`src/rtl/eth_fifo_pipe_ctrl_if.sv`:
```
// Handshake and RAM-control bundle between eth_fifo_pipe_ctrl and its producer, consumer and RAM.
// master = the controller, slave = the environment (producer/consumer/RAM side).
interface eth_fifo_pipe_ctrl_if #(
  parameter int unsigned els_p             = 4,
  parameter int unsigned pipeline_output_p = 2,
  parameter int unsigned drop_cnt_width_p  = 16
);
  localparam int unsigned AW = $clog2(els_p);

  logic                         v_i;
  logic                         ready_o;
  logic                         w_v_o;
  logic [AW-1:0]                w_addr_o;
  logic                         r_v_o;
  logic [AW-1:0]                r_addr_o;
  logic                         output_ready_o;
  logic [pipeline_output_p-1:0] valid_pipe_reg_o;
  logic                         v_o;
  logic                         yumi_i;
  logic [drop_cnt_width_p-1:0]  drop_count_o;

  modport master (
    input  v_i, yumi_i,
    output ready_o, w_v_o, w_addr_o, r_v_o, r_addr_o, output_ready_o,
           valid_pipe_reg_o, v_o, drop_count_o
  );

  modport slave (
    output v_i, yumi_i,
    input  ready_o, w_v_o, w_addr_o, r_v_o, r_addr_o, output_ready_o,
           valid_pipe_reg_o, v_o, drop_count_o
  );
endinterface

```
`src/rtl/eth_fifo_pipe_ctrl.sv`:
```
// Pointer/occupancy/valid-pipe control for a pipelined 1R1W RAM FIFO; never touches data.
// Optional saturating drop counter enabled by defining ETH_FIFO_PIPE_CTRL_DROP_CNT_EN.
module eth_fifo_pipe_ctrl #(
  parameter int unsigned els_p             = 4,
  parameter int unsigned pipeline_output_p = 2,
  parameter int unsigned drop_cnt_width_p  = 16
) (
  input  logic                  clk_i,
  input  logic                  reset_n_i,
  eth_fifo_pipe_ctrl_if.master  bus
);
  localparam int unsigned P  = pipeline_output_p;
  localparam int unsigned AW = $clog2(els_p);
  localparam int unsigned CW = $clog2(els_p + 1);
  localparam int unsigned DW = drop_cnt_width_p;

  logic [AW-1:0] wptr_q, rptr_q;
  logic [CW-1:0] count_q, count_d;
  logic [P-1:0]  vld_q, vld_d;
  logic [P:1]    sh_c;
  logic          ready_c, w_v_c, r_v_c;

  // Write side depends only on occupancy, so yumi_i never reaches ready_o.
  assign ready_c = (count_q != CW'(els_p));
  assign w_v_c   = bus.v_i & ready_c;

  // Stage j may accept new contents when it is empty or the tail is being consumed.
  always_comb begin
    sh_c = {P{bus.yumi_i}};
    for (int j = 1; j < int'(P); j++) begin
      sh_c[j] = bus.yumi_i | ~vld_q[j];
    end
  end

  assign r_v_c   = (count_q != '0) & (~vld_q[0] | sh_c[1]);
  assign count_d = count_q + CW'(w_v_c) - CW'(r_v_c);

  // Moving an entry down clears its source stage so nothing is duplicated.
  always_comb begin
    vld_d    = '0;
    vld_d[0] = r_v_c | (vld_q[0] & ~sh_c[1]);
    for (int j = 1; j < int'(P); j++) begin
      vld_d[j] = sh_c[j] ? vld_q[j-1] : (vld_q[j] & ~sh_c[j+1]);
    end
  end

  always_ff @(posedge clk_i or negedge reset_n_i) begin
    if (!reset_n_i) begin
      wptr_q  <= '0;
      rptr_q  <= '0;
      count_q <= '0;
      vld_q   <= '0;
    end else begin
      if (w_v_c) wptr_q <= (wptr_q == AW'(els_p - 1)) ? '0 : wptr_q + AW'(1);
      if (r_v_c) rptr_q <= (rptr_q == AW'(els_p - 1)) ? '0 : rptr_q + AW'(1);
      count_q <= count_d;
      vld_q   <= vld_d;
    end
  end

`ifdef ETH_FIFO_PIPE_CTRL_DROP_CNT_EN
  logic [DW-1:0] drop_q;

  // Counts refused write attempts, sticking at all-ones until reset.
  always_ff @(posedge clk_i or negedge reset_n_i) begin
    if (!reset_n_i) begin
      drop_q <= '0;
    end else if (bus.v_i && !ready_c && (drop_q != {DW{1'b1}})) begin
      drop_q <= drop_q + DW'(1);
    end
  end

  assign bus.drop_count_o = drop_q;
`else
  assign bus.drop_count_o = '0;
`endif

  assign bus.ready_o          = ready_c;
  assign bus.w_v_o            = w_v_c;
  assign bus.w_addr_o         = wptr_q;
  assign bus.r_v_o            = r_v_c;
  assign bus.r_addr_o         = rptr_q;
  assign bus.output_ready_o   = bus.yumi_i;
  assign bus.valid_pipe_reg_o = vld_q;
  assign bus.v_o              = vld_q[P-1];

`ifdef ASSERT_EN
  always_ff @(posedge clk_i) begin
    if (reset_n_i) begin
      assert (!(bus.yumi_i && !vld_q[P-1]))
        else $error("eth_fifo_pipe_ctrl: yumi_i asserted while v_o is low");
    end
  end
`endif
endmodule

```
`src/flat_wrapper.sv`:
```
// flat-port wrapper written by rule: the top's interface ports become plain ports
module eth_fifo_pipe_ctrl_flat 
#(
  parameter int unsigned els_p             = 4,
  parameter int unsigned pipeline_output_p = 2,
  parameter int unsigned drop_cnt_width_p  = 16
)
  (clk_i, reset_n_i, bus_v_i, bus_yumi_i, bus_ready_o, bus_w_v_o, bus_w_addr_o, bus_r_v_o, bus_r_addr_o, bus_output_ready_o, bus_valid_pipe_reg_o, bus_v_o, bus_drop_count_o);
  eth_fifo_pipe_ctrl_if #(.els_p(els_p), .pipeline_output_p(pipeline_output_p), .drop_cnt_width_p(drop_cnt_width_p)) bus_i ();
  input  logic clk_i;
  input  logic reset_n_i;
  input wire logic [$bits(bus_i.v_i)-1:0] bus_v_i;
  input wire logic [$bits(bus_i.yumi_i)-1:0] bus_yumi_i;
  output wire logic [$bits(bus_i.ready_o)-1:0] bus_ready_o;
  output wire logic [$bits(bus_i.w_v_o)-1:0] bus_w_v_o;
  output wire logic [$bits(bus_i.w_addr_o)-1:0] bus_w_addr_o;
  output wire logic [$bits(bus_i.r_v_o)-1:0] bus_r_v_o;
  output wire logic [$bits(bus_i.r_addr_o)-1:0] bus_r_addr_o;
  output wire logic [$bits(bus_i.output_ready_o)-1:0] bus_output_ready_o;
  output wire logic [$bits(bus_i.valid_pipe_reg_o)-1:0] bus_valid_pipe_reg_o;
  output wire logic [$bits(bus_i.v_o)-1:0] bus_v_o;
  output wire logic [$bits(bus_i.drop_count_o)-1:0] bus_drop_count_o;
  assign bus_i.v_i = bus_v_i;
  assign bus_i.yumi_i = bus_yumi_i;
  assign bus_ready_o = bus_i.ready_o;
  assign bus_w_v_o = bus_i.w_v_o;
  assign bus_w_addr_o = bus_i.w_addr_o;
  assign bus_r_v_o = bus_i.r_v_o;
  assign bus_r_addr_o = bus_i.r_addr_o;
  assign bus_output_ready_o = bus_i.output_ready_o;
  assign bus_valid_pipe_reg_o = bus_i.valid_pipe_reg_o;
  assign bus_v_o = bus_i.v_o;
  assign bus_drop_count_o = bus_i.drop_count_o;
  eth_fifo_pipe_ctrl #(.els_p(els_p), .pipeline_output_p(pipeline_output_p), .drop_cnt_width_p(drop_cnt_width_p)) u_core (.clk_i(clk_i), .reset_n_i(reset_n_i), .bus(bus_i));
endmodule
```
`config.mk`:
```
export PLATFORM = sky130hd
export DESIGN_NAME = eth_fifo_pipe_ctrl_flat
export DESIGN_NICKNAME = d
export VERILOG_FILES = /design/src/rtl/eth_fifo_pipe_ctrl_if.sv /design/src/rtl/eth_fifo_pipe_ctrl.sv /design/src/flat_wrapper.sv
export SDC_FILE = /design/constraint.sdc
export NUM_CORES = 1
export LEC_CHECK = 0
export CORE_MARGIN = 3
export CORE_UTILIZATION = 40
export DETAILED_ROUTE_END_ITERATION = 10
export PLACE_DENSITY = 0.82
export SLEW_MARGIN = 25
export SYNTH_ARGS = -nofsm -noshare
export SYNTH_HDL_FRONTEND = slang
export SYNTH_SLANG_ARGS = --single-unit
```
`constraint.sdc`:
```
create_clock -name clk_i -period 3.4 [get_ports clk_i]
set_input_delay 0.68 -clock clk_i [delete_from_list [all_inputs] [get_ports clk_i]]
set_output_delay 0.68 -clock clk_i [all_outputs]
set_load 0.01 [all_outputs]
```
==> results by group <==
Clock network
  – CTS Sinks: 9
  – Setup Fix Bufs, Post-CTS: 0
  – Root buffer cell: clkbuf_4
  – CTS tree: yes
  – CTS Hold Bufs: 0
  – Total CTS buffers: 3
  – Clock transition at the registers of the reported paths: about 60 ps
  – CTS Buffer Depth: 2
  – Clock Latency Late Sink: approximately 260 ps
  – Post-CTS sizing: 0
  – CTS H-tree depth: 1

Timing
  – Max Slew Vio Count: 0
  – Worst clock skew: approximately 3.7 ps
  – RSZ-0062 raised after global routing: no
  – Final worst path period share: between 80% and 90%
  – FMAX: roughly 340 MHz
  – Total negative setup slack: 0 ps
  – Fin. Hold Viols: 0
  – Fin crit period: 2913 ps
  – Final setup viols: 0
  – WHS: roughly 480 ps

Pwr
  – Reg power frac: 34.4%
  – Peak VDD IR: between 0.0003 and 0.0004 V
  – Pleak: 0.0003386 µW
  – Logic pwr share: between 50 and 60%
  – Pint: between 300 and 400 µW
  – NetSw: approximately 210 µW
  – Switching fraction of total power: a little over a third
  – Clock network fraction of design power: between 10% and 20%
  – Pwr dens: between 800 and 900 nW/µm²

Final layout
  – Multi-input logic area: between 200 and 300 µm²
  – Commonest non-fill, non-tap cell in the layout: conb_1
  – P&R area growth vs syn: 18.24%
  – Layout cells sized above 1: around an eighth
  – Final #Nets: 78
  – Filler cells: 129
  – Most frequent cells in the layout: conb_1, clkdlybuf4s50_1, dfrtp_1, inv_1, ha_1
  – FF+latch area: roughly 230 µm²
  – N_diodes: 0

Logic synthesis
  – Post-Syn Instances: 53
  – Avg Inst Size Synth: 11.00 µm²
  – Post-Syn Area: around 600 µm²
  – Library cells used by synthesis: 18
  – Yosys top cell by area: dfrtp_1
  – Synth Register Bits: 9
  – Top cell type's share of synthesized area: between 30% and 40%
  – Register area share after synthesis: between 30% and 40%
  – Ys Warns: 0
  – Synth top area cells: dfrtp_1, buf_4, ha_1, mux2_4, fa_1

Detailed routing
  – Wirelength, routed: about 860 µm
  – Initial drt markers: 0
  – Drt pass-1 iters: 1
  – Met2 WL: between 400 and 500 µm
  – Drt drc: 0
  – Wire length on met1: ~310 µm
  – Post-route ant nets: 0
  – Via/cell ratio: ~4.1
  – DR WL met3: 86 µm
  – Top Metal Used: met3
  – Drt wl/cell: between 10 and 15 µm
  – Routed vias: 340

Setup path
  – CP Launch Type: input pin
  – Critical Path RT: 2720 ps
  – FF-to-FF setup slack: around 1200 ps
  – Crit end category: output port
  – Setup CP Type: input pin to output port
  – CP arrival: 2230 ps
  – Max FO, Critical Path: 4

Die
  – Die X-Extent: around 44 µm
  – Die height: between 40 and 50 µm
  – CORE AREA: between 1000 and 1500 µm²
  – Die area: roughly 2000 µm²
  – Placement Rows: 13
  – I/O pins: 31
  – Starting density of the core: 43.71%

Place
  – Detailed Place HPWL: 744.7 µm
  – GPL Wtd Cong: roughly 0.74
  – Port Buffers: 14

GRT
  – Vias in the first global route: around 300
  – Tot GR Track Use: approximately a tenth
  – Initial antenna violation count: 0
  – First-pass GRT wire length: 1359 µm
  – Total gr overflow: 0
  – Largest net degree at the start of global routing: 10

Run
  – Number of max-cap violations: 0

Worst hold path
  – Hold Path Class: flip-flop to flip-flop

Run status
  – Status: complete, no violations
## critical path, stage by stage
cell	delay, ps
clkdlybuf4s50_1	490
nand3b_1	130
nor2b_1	330
clkdlybuf4s50_1	610
## power by group through the flow
stage	logic, µW	clock network (µW)	registers, µW
after CTS	323	85.9	211
final	317	79.7	208
after detailed placement	323	0	211
after floorplan	201	0	214
after global placement	304	0	208
after global routing	349	91.3	216
## cells in the mapped netlist, drive strengths merged
library cell and instances:
dfrtp 9, nor2b 1, conb 1, nand3b 1, nor2 2, xnor2 2
or3b 1, nand2 2, nor3 1, buf 18, ha 4, fa 1
inv 5, mux2 4, a21o 1
## registers in the layout, indices dropped and copies added, names as in the netlist
name / flops
u_core.bus.r_addr_o: 2
u_core.count_q: 3
u_core.bus.valid_pipe_reg_o: 2
u_core.bus.w_addr_o: 2
## worst paths after layout
| check | depth (start not counted) | to | start |
|---|---|---|---|
| min in group asynchronous | 1 | u_core.bus.w_addr_o[0] | reset_n_i |
| setup reg to reg | 9 | u_core.count_q[2] | u_core.count_q[1] |
| setup / recovery | 4 | bus_r_v_o | bus_yumi_i |
| hold reg to reg | 1 | u_core.bus.valid_pipe_reg_o[1] | u_core.bus.valid_pipe_reg_o[0] |
| hold / removal | 1 | u_core.bus.valid_pipe_reg_o[1] | u_core.bus.valid_pipe_reg_o[0] |
| max in group asynchronous | 1 | u_core.count_q[1] | reset_n_i |
## kinds of logic after synthesis
kind of cell / count (synthesis) / share of synthesized area [%]
mux: 4 / 9.013
flops: 9 / 38.63
compound gates: 1 / 1.288
other cells: 1 / 0.6432
xor+xnor: 2 / 3.005
simple gates: 8 / 9.013
buf+inv: 23 / 26.40
fa+ha+maj: 5 / 12.02
## per-stage QoR
stage	worst slack [ps]	instance area, µm²	std cells	power (µW)	util [%]
2_1_floorplan	1018	639.4	68	415.2	-
3_3_place_gp	490.4	663.1	79	511.9	49.72
3_5_place_dp	460.7	663.1	79	533.9	49.72
4_1_cts	467.9	689.4	83	619.5	51.69
5_1_grt	354.6	689.4	83	656.8	51.69
6_report	487.2	689.4	83	605.0	51.69
## layer usage
layer / up-vias / global-route usage [%]
met5: - / 0
met4: 0 / 10.84
met3: 0 / 2.846
met2: 19 / 14.83
met1: 159 / 11.76
li1: 162 / -
## area by class of cell
type	instances	area share [%]
flip-flops and latches	9	32.67
clock buffers	4	3.811
repair buffers	14	20.33
inverters	5	2.722
well taps	15	2.722
multi-input cells	36	37.75
Note: power is estimated with default switching activity, not from simulation.
